[src/rtl/conv_ctrl_pkg.sv]
// ============================================================================
//  Module      : conv_ctrl_pkg
//  Description : Shared types and constants for the convolution frame
//                sequencer: FSM state encoding, compute-mode codes and the
//                default watchdog limit.
//  Revision    : 1.0 - initial release
// ============================================================================
`default_nettype none

package conv_ctrl_pkg;

  // Sequencer states; width fixed at 3 bits
  typedef enum logic [2:0] {
    ST_IDLE    = 3'd0,
    ST_STORE   = 3'd1,
    ST_COMPUTE = 3'd2,
    ST_WAIT_CD = 3'd3,
    ST_NEXT    = 3'd4,
    ST_FIN     = 3'd5
  } state_e;

  // Compute-mode encodings as presented on the mode input
  localparam logic [1:0] MODE_SINGLE  = 2'b00;
  localparam logic [1:0] MODE_SA3     = 2'b01;
  localparam logic [1:0] MODE_SA2     = 2'b10;
  localparam logic [1:0] MODE_ILLEGAL = 2'b11;

  // Default watchdog limit in cycles for any wait state
  localparam int TIMEOUT_CYC_DEFAULT = 256;

endpackage : conv_ctrl_pkg

`default_nettype wire

[src/rtl/conv_wdog.sv]
// ============================================================================
//  Module      : conv_wdog
//  Description : Wait-state watchdog. Counts cycles while enabled, clears on
//                request, and flags expiry when the count reaches the limit.
//  Revision    : 1.0 - initial release
// ============================================================================
`default_nettype none

module conv_wdog #(
  parameter int TIMEOUT_CYC = 256
) (
  input  logic clk,
  input  logic rst,
  input  logic clr_i,
  input  logic en_i,
  output logic expire_o
);

  localparam int CNT_W = $clog2(TIMEOUT_CYC + 1);

  logic [CNT_W-1:0] cnt_q;
  logic [CNT_W-1:0] cnt_d;

  // Next count: clear wins over counting
  always_comb begin
    cnt_d = cnt_q;
    if (clr_i) begin
      cnt_d = '0;
    end else if (en_i) begin
      cnt_d = cnt_q + CNT_W'(1);
    end
  end

  // Count register
  always_ff @(posedge clk) begin
    if (rst) begin
      cnt_q <= '0;
    end else begin
      cnt_q <= cnt_d;
    end
  end

  // The count is 0 on the first cycle in a state, so TIMEOUT_CYC-1 marks the
  // last allowed cycle; the FSM leaves on that edge.
  assign expire_o = en_i && (cnt_q == CNT_W'(TIMEOUT_CYC - 1));

endmodule : conv_wdog

`default_nettype wire

[src/rtl/conv_sequencer.sv]
// ============================================================================
//  Module      : conv_sequencer
//  Description : Frame-level controller for the 4x4-tile convolution engine.
//                Per tile it runs STORE, then the compute phase selected by
//                the latched mode, then waits for computation_done, for
//                NUM_TILES tiles, and reports frame completion.
//                Optional watchdog: define CONV_SEQ_TIMEOUT_EN.
//  Revision    : 1.0 - initial release
// ============================================================================
`default_nettype none

module conv_sequencer
  import conv_ctrl_pkg::*;
#(
  parameter int NUM_TILES = 4,
  parameter int TIDX_W    = 2
`ifdef CONV_SEQ_TIMEOUT_EN
  , parameter int TIMEOUT_CYC = TIMEOUT_CYC_DEFAULT
`endif
) (
  input  logic              clk,
  input  logic              rst,
  input  logic              start,
  input  logic [1:0]        mode,
  output logic              busy,
  output logic              frame_done,
  output logic              mode_err,
  output logic              timeout_err,
  output logic [TIDX_W-1:0] tile_idx,
  output logic              active_store,
  output logic              active_single,
  output logic              active_sa3,
  output logic              active_sa2,
  input  logic              done_store,
  input  logic              done_single,
  input  logic              done_sa3,
  input  logic              done_sa2,
  input  logic              computation_done
);

  state_e            state_q, state_d;
  logic [1:0]        mode_q, mode_d;
  logic [TIDX_W-1:0] tile_idx_q, tile_idx_d;
  logic              busy_q, busy_d;
  logic              frame_done_q, frame_done_d;
  logic              mode_err_q, mode_err_d;
  logic              act_store_q, act_store_d;
  logic              act_single_q, act_single_d;
  logic              act_sa3_q, act_sa3_d;
  logic              act_sa2_q, act_sa2_d;

  logic              start_ok;
  logic              sel_done;
  logic              last_tile;
  logic              wd_expire;

  assign start_ok  = start && (mode != MODE_ILLEGAL);
  assign last_tile = (tile_idx_q == TIDX_W'(NUM_TILES - 1));

  // Only the done matching the latched mode can end the compute phase
  always_comb begin
    case (mode_q)
      MODE_SINGLE: sel_done = done_single;
      MODE_SA3:    sel_done = done_sa3;
      MODE_SA2:    sel_done = done_sa2;
      default:     sel_done = 1'b0;
    endcase
  end

`ifdef CONV_SEQ_TIMEOUT_EN
  logic wd_clr;
  logic wd_en;
  logic timeout_err_q, timeout_err_d;

  // Any state change restarts the count; only the wait states count
  assign wd_clr = (state_d != state_q);
  assign wd_en  = (state_q == ST_STORE) || (state_q == ST_COMPUTE) ||
                  (state_q == ST_WAIT_CD);

  conv_wdog #(
    .TIMEOUT_CYC (TIMEOUT_CYC)
  ) u_wdog (
    .clk      (clk),
    .rst      (rst),
    .clr_i    (wd_clr),
    .en_i     (wd_en),
    .expire_o (wd_expire)
  );

  // Wait states never return to IDLE on their own, so IDLE here means expiry
  assign timeout_err_d = wd_expire && (state_d == ST_IDLE);

  // Watchdog error pulse register
  always_ff @(posedge clk) begin
    if (rst) begin
      timeout_err_q <= 1'b0;
    end else begin
      timeout_err_q <= timeout_err_d;
    end
  end

  assign timeout_err = timeout_err_q;
`else
  assign wd_expire   = 1'b0;
  assign timeout_err = 1'b0;
`endif

  // Next-state logic; a done already present on state entry is taken at once
  always_comb begin
    state_d = state_q;
    case (state_q)
      ST_IDLE:    if (start_ok)         state_d = ST_STORE;
      ST_STORE:   if (done_store)       state_d = ST_COMPUTE;
      ST_COMPUTE: if (sel_done)         state_d = ST_WAIT_CD;
      ST_WAIT_CD: if (computation_done) state_d = ST_NEXT;
      ST_NEXT:    state_d = last_tile ? ST_FIN : ST_STORE;
      ST_FIN:     state_d = ST_IDLE;
      default:    state_d = ST_IDLE;
    endcase
    // A done arriving on the expiry cycle still lets the tile progress
    if (wd_expire && (state_d == state_q)) begin
      state_d = ST_IDLE;
    end
  end

  // Output next values: outputs are registered copies of the next state
  always_comb begin
    act_store_d  = (state_d == ST_STORE);
    act_single_d = (state_d == ST_COMPUTE) && (mode_q == MODE_SINGLE);
    act_sa3_d    = (state_d == ST_COMPUTE) && (mode_q == MODE_SA3);
    act_sa2_d    = (state_d == ST_COMPUTE) && (mode_q == MODE_SA2);
    busy_d       = (state_d != ST_IDLE);
    frame_done_d = (state_d == ST_FIN);
    mode_err_d   = (state_q == ST_IDLE) && start && (mode == MODE_ILLEGAL);
    mode_d       = mode_q;
    tile_idx_d   = tile_idx_q;
    if ((state_q == ST_IDLE) && start_ok) begin
      mode_d     = mode;
      tile_idx_d = '0;
    end else if ((state_q == ST_NEXT) && !last_tile) begin
      tile_idx_d = tile_idx_q + TIDX_W'(1);
    end
  end

  // State, latched mode, tile counter and output registers
  always_ff @(posedge clk) begin
    if (rst) begin
      state_q      <= ST_IDLE;
      mode_q       <= MODE_SINGLE;
      tile_idx_q   <= '0;
      busy_q       <= 1'b0;
      frame_done_q <= 1'b0;
      mode_err_q   <= 1'b0;
      act_store_q  <= 1'b0;
      act_single_q <= 1'b0;
      act_sa3_q    <= 1'b0;
      act_sa2_q    <= 1'b0;
    end else begin
      state_q      <= state_d;
      mode_q       <= mode_d;
      tile_idx_q   <= tile_idx_d;
      busy_q       <= busy_d;
      frame_done_q <= frame_done_d;
      mode_err_q   <= mode_err_d;
      act_store_q  <= act_store_d;
      act_single_q <= act_single_d;
      act_sa3_q    <= act_sa3_d;
      act_sa2_q    <= act_sa2_d;
    end
  end

  assign busy          = busy_q;
  assign frame_done    = frame_done_q;
  assign mode_err      = mode_err_q;
  assign tile_idx      = tile_idx_q;
  assign active_store  = act_store_q;
  assign active_single = act_single_q;
  assign active_sa3    = act_sa3_q;
  assign active_sa2    = act_sa2_q;

endmodule : conv_sequencer

`default_nettype wire

[config.mk]
export PLATFORM = sky130hd
export DESIGN_NAME = conv_sequencer
export DESIGN_NICKNAME = d
export VERILOG_FILES = /design/src/rtl/conv_ctrl_pkg.sv /design/src/rtl/conv_wdog.sv /design/src/rtl/conv_sequencer.sv
export SDC_FILE = /design/constraint.sdc
export NUM_CORES = 1
export LEC_CHECK = 0
export ABC_AREA = 1
export BUFFER_PORTS_ARGS = -buffer_cell sky130_fd_sc_hd__buf_2
export CAP_MARGIN = 20
export CORE_ASPECT_RATIO = 0.8
export CORE_UTILIZATION = 35
export CTS_CLUSTER_SIZE = 28
export DETAILED_ROUTE_END_ITERATION = 10
export MAX_ROUTING_LAYER = met4
export PLACE_DENSITY = 0.56
export SYNTH_ARGS = -nofsm -noshare
export SYNTH_HDL_FRONTEND = slang
export SYNTH_SLANG_ARGS = --single-unit
[constraint.sdc]
create_clock -name clk -period 1.35 [get_ports clk]
set_input_delay 0.0675 -clock clk [delete_from_list [all_inputs] [get_ports clk]]
set_output_delay 0.0675 -clock clk [all_outputs]
set_load 0.01 [all_outputs]
Word-level counts from Yosys, hierarchy flattened
Cells that the tools add are included.

operators by class
  mux-type cells = 7
  add/sub/neg operators = 1
  equal/unequal tests = 12
  reductions and logical operators = 13

operators with widths
  operator               count
  $mux W3                5
  $pmux W3 S5            1
  $eq A3 B2 Y1 const B   3
  $logic_and A1 B1 Y1    8
  $eq A2 B2 Y1 const B   3
  $eq A3 B1 Y1 const B   2
  $eq A3 B3 Y1 const B   2
  $logic_not A3 Y1       1
  $pmux W1 S3            1
  $reduce_bool A3 Y1     1
  $add A2 B1 Y2 const B  1
  $eq A2 B1 Y1 const B   1
  $logic_not A2 Y1       1
  $ne A2 B2 Y1 const B   1
  $reduce_or A2 Y1       1
  $logic_not A1 Y1       1

word-level totals
  input bits = 10
  output and inout port bits = 10
  logic and storage cells = 43
  bits in registers = 14

Longest topological paths before layout
Gate-level depths: netlist of run 1.

  word-level depth = 6
  depth in mapped cells = 8
  gate-level depth less buffers = 8

Least setup slack after synthesis of run 1
OpenSTA, ideal clock, no wires.

  path type = reg-to-reg
  start = register tile_idx_q[0] (netlist: tile_idx[0])
  end = register act_store_q (netlist: active_store)
  setup time = 64 ps
  buffers on the path = 0
  arrival time = 1,024 ps
  slack = 262 ps
  stages on the path, launching flop included = 6
  data required time = 1,286 ps
  clock period less this slack = 1,088 ps
  cells stage by stage = dfxtp_1 ha_1 nand3_1 nand2_1 or2_0 nor2_1

on the way
  longest elaborated chain between the ends = 4

RTL lines
  what                    RTL line               RTL
  from (decl)             conv_sequencer.sv:43   logic [TIDX_W-1:0] tile_idx_q, tile_idx_d;
  from (signal assigned)  conv_sequencer.sv:161  tile_idx_q <= tile_idx_d;
  $eq A2 B2 Y1            conv_sequencer.sv:58   assign last_tile = (tile_idx_q == TIDX_W'(NUM_TILES - 1));
  $mux W3                 conv_sequencer.sv:116  ST_NEXT: state_d = last_tile ? ST_FIN : ST_STORE;
  $pmux W3 S5             conv_sequencer.sv:111  case (state_q)
  $eq A3 B1 Y1            conv_sequencer.sv:128  act_store_d = (state_d == ST_STORE);
  to (signal assigned)    conv_sequencer.sv:165  act_store_q <= act_store_d;
  to (decl)               conv_sequencer.sv:47   logic act_store_q, act_store_d;

No other way between the ends.
A chain may end at the register's enable or synchronous reset.

Worst setup path in the final report of run 1
  start = register state_q[2]
  end = register act_store_q (netlist: active_store)

on the way
  longest elaborated chain between the ends = 3
  elaborated cells between the ends (all ways) = 11
  those cells by class = 5 x eq/ne; 5 x mux; 1 x reduce/logical

RTL lines
  what                                        RTL line               RTL
  from (decl)                                 conv_sequencer.sv:41   state_e state_q, state_d;
  from (signal assigned)                      conv_sequencer.sv:159  state_q <= state_d;
  $eq A3 B3 Y1, or another cell as far along  conv_sequencer.sv:111
  $pmux W3 S5 *                               conv_sequencer.sv:111
  $eq A3 B1 Y1 *                              conv_sequencer.sv:128

Mark *: on every way between the ends. The rest lies on a longest branch, timed or not.

==> results of run 1 <==
flip-flops by register name (all words and copies together), names as in the netlist:
register and cells:
active_single 1, frame_done 1, mode_q 2, tile_idx 2
active_sa3 1, state_q 3, busy 1, active_sa2 1
active_store 1, mode_err 1
synthesized netlist by cell type:
| master | count | area share, % |
|---|---|---|
| a211oi_1 | 2 | 2.3 |
| a21oi_1 | 3 | 2.3 |
| buf_4 | 1 | 1.2 |
| conb_1 | 1 | 0.59 |
| dfxtp_1 | 14 | 44 |
| ha_1 | 1 | 2.0 |
| inv_1 | 12 | 7.0 |
| inv_2 | 1 | 0.59 |
| nand2_1 | 16 | 9.4 |
| nand2_2 | 1 | 0.98 |
| nand3_1 | 15 | 12 |
| nand3_2 | 1 | 1.6 |
| nand4_2 | 1 | 2.0 |
| nor2_1 | 14 | 8.2 |
| nor2_2 | 1 | 0.98 |
| nor2_4 | 1 | 1.8 |
| nor3_1 | 1 | 0.78 |
| o21ai_0 | 1 | 0.78 |
| or2_0 | 2 | 2.0 |
metal layers:
layer  GRT usage, %  routed length (µm)
met5              -                   0
met4           2.14                   0
met3           8.33                 106
met2           19.3                 462
met1           20.1                 677
path summary, 6_finish.rpt:
| kind | from | to | cells past startpoint |
|---|---|---|---|
| worst max register to register | state_q[2] | active_store | 5 |
| worst min-delay path | rst | frame_done | 2 |
| worst max-delay path | state_q[2] | active_store | 5 |
| worst min register to register | tile_idx[1] | tile_idx[1] | 2 |
power by group:
group          internal (mW)  switching [mW]  total (mW)
registers              0.436          0.0187       0.455
logic                 0.0548          0.0851       0.140
clock network          0.164           0.125       0.289
cells by family after synthesis:
group / after synthesis / synth area share, %
other: 1 / 0.587
adders and majority gates: 1 / 1.96
buffers and inverters: 14 / 8.81
and+or+nand+nor: 53 / 39.3
AOI/OAI and AO/OA: 6 / 5.48
DFF: 14 / 43.8
final cells by class:
class	count	area, µm²	share of cell area (%)
Inverter	13	48.8	6.21
Timing Repair Buffer	18	90.1	11.5
Multi-Input combinational cell	61	303	38.5
Sequential cell	14	280	35.7
Tap cell	22	27.5	3.50
Clock buffer	4	36.3	4.62
worst max-delay path: cells and delay by family (launching register included):
family                 cells  cell delay (ns)
buffers and inverters      1             0.13
DFF                        1             0.41
and+or+nand+nor            4             0.57
==> summary.log, run 1 <==
[placement] dpl cells 128
[critical_path] minimum setup slack among reg-to-reg paths 0.18 ns
[clock_network] TritonCTS clock tree yes
[timing] summed negative setup slack over all endpoints 0 ns
[clock_network] TritonCTS buffer count 3
[synthesis] share of synthesized area occupied by flip-flops and latches 43.8%
[route] drt total wl 1.25 mm
[route] via density per instance 4.45
[synthesis] Unique masters post-synth 19
[floorplanning] initial core utilization 38.2%
[route] Detail Route Antenna Nets 0
[final_layout] post-route standard cell area excluding fillers 786 µm²
[route] overall via count from detail_route 587
[floorplanning] Core Rows 13
[synthesis] flip-flop and latch count after synthesis 14
[final_layout] ratio of cells with drive above 1 in the final layout 25.5%
[power] total power 0.883 mW
[timing] number of max-slew violations in the final report 0
[floorplanning] Die Ht 40.2 µm
[route] number of violations reported at the end of detailed-routing iteration 0 14
[grt] aggregate global routing overflow 0
[placement] DP Wirelength 1.01 mm
[run] # Max-Cap Violations 0
[final_layout] fin util 46.9%
[clock_network] CTS Hold Bufs 0
[clock_network] Gates resized, CTS repair 0
[timing] Worst Setup Slack, final 0.181 ns
[critical_path] CP max-delay cell dfxtp_1
[placement] Setup WS pre-CTS 0.201 ns
[timing] setup repair after global routing missed its margin false
[floorplanning] die outline width 49.8 µm
[final_layout] top library cells by usage in the layout, fill and taps aside 18 x buf_2, 16 x nand2_1, 15 x nand3_1
[timing] post-route fraction of the period consumed by the critical path 86.6%
[synthesis] Mapped Area 639 µm²
[grt] antenna violations before repair 0
[critical_path] CP peak stage delay 0.41 ns
[power] worst vdd ir 0.756 mV
[route] residual DRC count 0
[final_layout] total of fill cells in the finished design 170
[critical_path] Worst Path Arrival 1.38 ns
[final_layout] area delta synth->final 22.9%
[route] first-pass iteration count of the detailed router 4
[critical_path] maximum fanout along the worst path 5
[placement] number of port buffers 18
[critical_path] Req. time, crit path 1.56 ns
[clock_network] number of buffers between clock root and the deepest sink 2
[timing] clock period minus final worst setup slack 1.17 ns
[placement] routability-driven placement congestion ratio 0.894
[floorplanning] count of pins on the block boundary 20
[clock_network] CTS H-tree lvls 1
[final_layout] number of nets at the end of the flow 122
[grt] largest net degree at the start of global routing 9
[timing] fmax 855 MHz
[timing] clock tree skew after final layout 0.000687 ns
[clock_network] Skew-Pair Late Insertion Delay 0.27 ns
[clock_network] Root Buffer Master clkbuf_4
[critical_path] CP cell instances inv_1, nand3_1, nand3_2, or2_0, nor2_1
[timing] number of setup violations in the final report 0
[power] reported leakage power 0.422 nW
[clock_network] Post-CTS Repair Setup Buffers 0
[timing] final hold vios 0
[power] power per cell area 1120 nW/µm²
[final_layout] final non-filler cell total 132
[critical_path] capturing element type of the critical path flip-flop
[critical_path] type of the worst setup path reg -> reg
[final_layout] most common cell after layout, fill and taps aside buf_2
[placement] post-detailed-placement cell area 749 µm²
[timing] Worst Hold Slack 0.0332 ns
[floorplanning] Die Area 2000 µm²
[outcome] result of the run complete, no violations
[synthesis] number of nets in the synthesized netlist 100
[clock_network] Sink Count 14
[final_layout] total inserted antenna cells 0
[synthesis] Cells after Synth 89
[grt] via count of the first global-routing pass 463
[grt] GRT Util Overall 15.0%
[clock_network] clock-pin slew on the worst setup and hold paths 0.08 ns
[route] routed wirelength normalized by instance count 9.44 µm
[grt] first-pass GRT wire length 2.04 mm
[synthesis] number of synthesis warnings 0
[synthesis] per-instance average area after synthesis 7.18 µm²
[floorplanning] core area 1680 µm²
[min_path] Hold Crit Class in -> reg
[critical_path] Setup crit start kind flip-flop
Note: power is estimated with default switching activity, not from simulation.
==> run 2: changes to the inputs <==
- CORE_ASPECT_RATIO: 0.8 -> not set
==> run 2 against run 1 <==
Net effect:
- critical path depth up 1
- combinational power about the same
- non-clock buffer count unchanged
- critical endpoint is now tile_idx[0]
==> summary.log, run 2 (same netlist as run 1, synthesis figures left out) <==
[timing] clock period minus final worst setup slack 1.17 ns
[route] Detail Route Antenna Nets 0
[route] via density per instance 4.51
[grt] largest net degree at the start of global routing 8
[critical_path] path depth of the worst reg2reg path 6
[route] residual DRC count 0
[final_layout] area delta synth->final 21.3%
[run] # Max-Cap Violations 0
[floorplanning] die outline width 44.7 µm
[grt] aggregate global routing overflow 0
[critical_path] end point of the critical path tile_idx[0]
[clock_network] Sink Count 14
[route] routed wirelength normalized by instance count 8.94 µm
[grt] GRT Util Overall 14.0%
[placement] dpl cells 131
[timing] summed negative setup slack over all endpoints 0 ns
[final_layout] ratio of cells with drive above 1 in the final layout 24.8%
[grt] via count of the first global-routing pass 473
[critical_path] worst reg2reg endpoint tile_idx[0]
[placement] DP Wirelength 945 µm
[clock_network] clock-pin slew on the worst setup and hold paths 0.08 ns
[clock_network] TritonCTS clock tree yes
[final_layout] fin util 44.9%
[placement] Setup WS pre-CTS 0.179 ns
[power] clock network power share 27.3%
[power] share of total power in combinational logic 16.9%
[critical_path] Reg2Reg Launch Point state_q[1]
[clock_network] Gates resized, CTS repair 0
[power] Psw 0.221 mW
[route] overall via count from detail_route 605
[timing] Worst Setup Slack, final 0.178 ns
[route] drt total wl 1.20 mm
[floorplanning] Die Area 2000 µm²
[grt] first-pass GRT wire length 1.88 mm
[clock_network] Skew-Pair Late Insertion Delay 0.27 ns
[critical_path] capturing element type of the critical path flip-flop
[timing] post-route fraction of the period consumed by the critical path 86.8%
[outcome] result of the run complete, no violations
[timing] final hold vios 0
[clock_network] Post-CTS Repair Setup Buffers 0
[final_layout] final non-filler cell total 134
[power] internal power component 0.594 mW
[final_layout] post-route standard cell area excluding fillers 776 µm²
[power] reported leakage power 0.415 nW
[clock_network] CTS Hold Bufs 0
[critical_path] maximum fanout along the worst path 4
[power] power per cell area 1050 nW/µm²
[floorplanning] Core Rows 15
[final_layout] number of nets at the end of the flow 122
[power] worst vdd ir 0.753 mV
[timing] Worst Hold Slack 0.0297 ns
[power] share of total power consumed by net switching 27.1%
[final_layout] register with the highest flop count state_q
[floorplanning] count of pins on the block boundary 20
[timing] setup repair after global routing missed its margin false
[timing] number of setup violations in the final report 0
[final_layout] total of fill cells in the finished design 196
[critical_path] Worst setup startpoint state_q[1]
[clock_network] Root Buffer Master clkbuf_4
[grt] antenna violations before repair 0
[power] total power 0.815 mW
[floorplanning] initial core utilization 37.0%
[placement] routability-driven placement congestion ratio 0.732
[critical_path] minimum setup slack among reg-to-reg paths 0.18 ns
[critical_path] Req. time, crit path 1.56 ns
[clock_network] TritonCTS buffer count 3
[floorplanning] core area 1730 µm²
[power] fraction of power consumed by sequential logic 55.8%
[critical_path] Worst Path Arrival 1.38 ns
[floorplanning] Die Ht 44.7 µm
[route] number of violations reported at the end of detailed-routing iteration 0 19
[final_layout] total inserted antenna cells 0
[final_layout] most common cell after layout, fill and taps aside buf_2
[timing] clock tree skew after final layout 0.00907 ns
[final_layout] top library cells by usage in the layout, fill and taps aside 18 x buf_2, 16 x nand2_1, 15 x nand3_1
[placement] number of port buffers 18
[critical_path] Setup crit start kind flip-flop
[timing] fmax 853 MHz
[critical_path] type of the worst setup path reg -> reg
[route] first-pass iteration count of the detailed router 5
[timing] number of max-slew violations in the final report 0
[clock_network] CTS H-tree lvls 1
[clock_network] number of buffers between clock root and the deepest sink 2
[min_path] Hold Crit Class in -> reg
[placement] post-detailed-placement cell area 753 µm²
[final_layout] flip-flop count of the largest register, all copies and words added 3
==> run 2: cell count changes in the layout (fill, tap and decap cells not counted) <==
| cell | delta |
|---|---|
| clkbuf_8 | -1 |
==> run 2: worst min path at each step <==
stage | end | slack (ns) | start | cells past startpoint
floorplan | state_q[2] | 0.14 | rst | 1
CTS | mode_q[0] | 0.02 | rst | 2
finish | mode_q[0] | 0.03 | rst | 2
global placement | mode_q[1] | 0.31 | rst | 2
global route | mode_q[0] | 0.02 | rst | 2
detailed placement | frame_done | 0.31 | rst | 2
==> run 2: worst max-delay path, cell delays in order (launching register included) <==
cell and delay, ns:
dfxtp_1 0.36, nor2_4 0.18, nand2_2 0.09, nor2_2 0.12, inv_2 0.05, or2_0 0.19
a21oi_1 0.12
==> run 2: cell type report <==
cell class / count / area (µm²) / area share, %
clock buffers: 3 / 22.5 / 2.90
inverters: 13 / 48.8 / 6.29
multi-input cells: 61 / 303 / 39.0
flip-flops and latches: 14 / 280 / 36.1
well taps: 25 / 31.3 / 4.03
repair buffers: 18 / 90.1 / 11.6
==> run 2: power by group through the flow <==
stage | sequential [mW] | clock, mW | combinational [mW]
3_5_place_dp | 0.464 | 0 | 0.137
6_report | 0.454 | 0.223 | 0.138
4_1_cts | 0.454 | 0.232 | 0.138
3_3_place_gp | 0.464 | 0 | 0.138
5_1_grt | 0.458 | 0.255 | 0.157
2_1_floorplan | 0.468 | 0 | 0.0893
==> run 2: per-layer routing <==
layer	vias up	GRT usage, %	share of wire (%)
met3	2	7.20	5.2
li1	323	-	-
met2	20	20.3	46
met4	0	5.45	0.42
met5	-	-	0
met1	260	16.3	48
==> run 3: changes to the inputs <==
- CORE_UTILIZATION: 35 -> 47
- PLACE_DENSITY: 0.56 -> 0.72
==> run 3 against run 2 <==
Net effect:
- power is 9.8% higher
- core utilization is 20 points higher
- first-iteration DRC count is 32% lower
- global-route usage is 8.4 points higher
- via count is 3.1% higher
- die area is 24% lower
- maximum frequency is 2.2% lower
- non-clock buffer count stayed put
- worst hold slack hardly changed
- routed wire length is 5.1% higher
- sequential share of layout area stayed put
- critical path type unchanged
- largest cell class unchanged
- largest power group unchanged
==> summary.log, run 3 (same netlist as run 1, synthesis figures left out) <==
[outcome] result of the run complete, no violations
[clock_network] Gates resized, CTS repair 0
[run] # Max-Cap Violations 0
[clock_network] clock-pin slew on the worst setup and hold paths 0.08 ns
[critical_path] path depth of the worst reg2reg path 5
[grt] aggregate global routing overflow 0
[route] residual DRC count 0
[timing] post-route fraction of the period consumed by the critical path 88.8%
[floorplanning] initial core utilization 53.9%
[grt] largest net degree at the start of global routing 9
[placement] number of port buffers 18
[critical_path] end point of the critical path active_store
[timing] setup repair after global routing missed its margin false
[floorplanning] Die Area 1510 µm²
[power] share of total power consumed by net switching 26.8%
[critical_path] type of the worst setup path reg -> reg
[power] fraction of power consumed by sequential logic 50.7%
[grt] first-pass GRT wire length 2.08 mm
[final_layout] total inserted antenna cells 0
[critical_path] maximum fanout along the worst path 5
[clock_network] number of buffers between clock root and the deepest sink 2
[power] worst vdd ir 0.743 mV
[critical_path] capturing element type of the critical path flip-flop
[clock_network] Post-CTS Repair Setup Buffers 0
[timing] number of max-slew violations in the final report 0
[timing] summed negative setup slack over all endpoints 0 ns
[grt] via count of the first global-routing pass 487
[final_layout] area delta synth->final 21.3%
[route] first-pass iteration count of the detailed router 4
[power] share of total power in combinational logic 15.6%
[power] power per cell area 1150 nW/µm²
[grt] antenna violations before repair 0
[final_layout] top library cells by usage in the layout, fill and taps aside 18 x buf_2, 16 x nand2_1, 15 x nand3_1
[floorplanning] core area 1190 µm²
[timing] clock tree skew after final layout 0.00256 ns
[route] routed wirelength normalized by instance count 10.2 µm
[route] drt total wl 1.26 mm
[clock_network] CTS H-tree lvls 1
[timing] Worst Setup Slack, final 0.152 ns
[route] overall via count from detail_route 624
[route] via density per instance 5.03
[timing] number of setup violations in the final report 0
[final_layout] final non-filler cell total 124
[route] Detail Route Antenna Nets 0
[critical_path] Worst setup startpoint state_q[2]
[placement] routability-driven placement congestion ratio 0.961
[critical_path] Reg2Reg Launch Point state_q[2]
[critical_path] Worst Path Arrival 1.42 ns
[final_layout] register with the highest flop count state_q
[power] reported leakage power 0.422 nW
[route] number of violations reported at the end of detailed-routing iteration 0 13
[critical_path] Setup crit start kind flip-flop
[placement] Setup WS pre-CTS 0.178 ns
[power] internal power component 0.655 mW
[final_layout] most common cell after layout, fill and taps aside buf_2
[timing] clock period minus final worst setup slack 1.20 ns
[clock_network] TritonCTS clock tree yes
[clock_network] Skew-Pair Late Insertion Delay 0.28 ns
[power] Psw 0.240 mW
[critical_path] minimum setup slack among reg-to-reg paths 0.15 ns
[clock_network] CTS Hold Bufs 0
[placement] DP Wirelength 986 µm
[min_path] Hold Crit Class in -> reg
[clock_network] Sink Count 14
[grt] GRT Util Overall 22.4%
[power] clock network power share 33.7%
[clock_network] Root Buffer Master clkbuf_4
[timing] fmax 834 MHz
[placement] dpl cells 120
[critical_path] Req. time, crit path 1.57 ns
[floorplanning] count of pins on the block boundary 20
[final_layout] number of nets at the end of the flow 122
[final_layout] ratio of cells with drive above 1 in the final layout 25.5%
[timing] final hold vios 0
[clock_network] TritonCTS buffer count 3
[floorplanning] Core Rows 12
[floorplanning] die outline width 38.9 µm
[final_layout] flip-flop count of the largest register, all copies and words added 3
[floorplanning] Die Ht 38.9 µm
[critical_path] worst reg2reg endpoint active_store
[run 3: cell count changes in the layout (fill, tap and decap cells not counted)]
cell	change
clkbuf_8	+1
[run 3: layout make-up]
type | instances | area [µm²]
repair buffers | 18 | 90.1
fillers | 104 | 410
multi-input cells | 61 | 303
flip-flops and latches | 14 | 280
well taps | 14 | 17.5
clock buffers | 4 | 36.3
inverters | 13 | 48.8
[run 3: per-layer routing]
layer	vias up	wire (µm)	track usage (%)
li1	327	-	-
met1	268	546	25.4
met2	27	604	32.1
met3	2	100	12.1
met4	0	8	10.3
met5	-	0	-
[run 3: metrics by stage]
stage	instance area [µm²]	total power, mW	hold slack, ns	util [%]
5_1_grt	776	0.952	0.0150	65.4
3_3_place_gp	739	0.600	0.317	62.3
2_1_floorplan	639	0.557	0.137	-
4_1_cts	776	0.902	0.0274	65.4
6_report	776	0.895	0.0296	65.4
3_5_place_dp	739	0.601	0.333	62.3
[run 3: how the worst min path moves through the flow]
| stage | start | endpoint | slack [ns] | cells past startpoint |
|---|---|---|---|---|
| CTS | rst | mode_q[0] | 0.03 | 2 |
| global placement | rst | state_q[2] | 0.32 | 2 |
| detailed placement | rst | mode_q[1] | 0.33 | 2 |
| floorplan | rst | state_q[2] | 0.14 | 1 |
| finish | rst | mode_q[0] | 0.03 | 2 |
| global route | rst | mode_q[0] | 0.02 | 2 |
[run 3: worst max-delay path, stage by stage, from the launching register on]
cell	delay, ns
dfxtp_1	0.42
inv_1	0.13
nand3_1	0.15
nand3_2	0.12
or2_0	0.21
nor2_1	0.11
[run 3: power by group through the flow]
| stage | combinational, mW | sequential [mW] | clock (mW) |
|---|---|---|---|
| 2_1_floorplan | 0.0893 | 0.468 | 0 |
| 3_3_place_gp | 0.136 | 0.463 | 0 |
| 3_5_place_dp | 0.138 | 0.463 | 0 |
| 4_1_cts | 0.139 | 0.453 | 0.309 |
| 5_1_grt | 0.161 | 0.458 | 0.334 |
| 6_report | 0.139 | 0.454 | 0.302 |
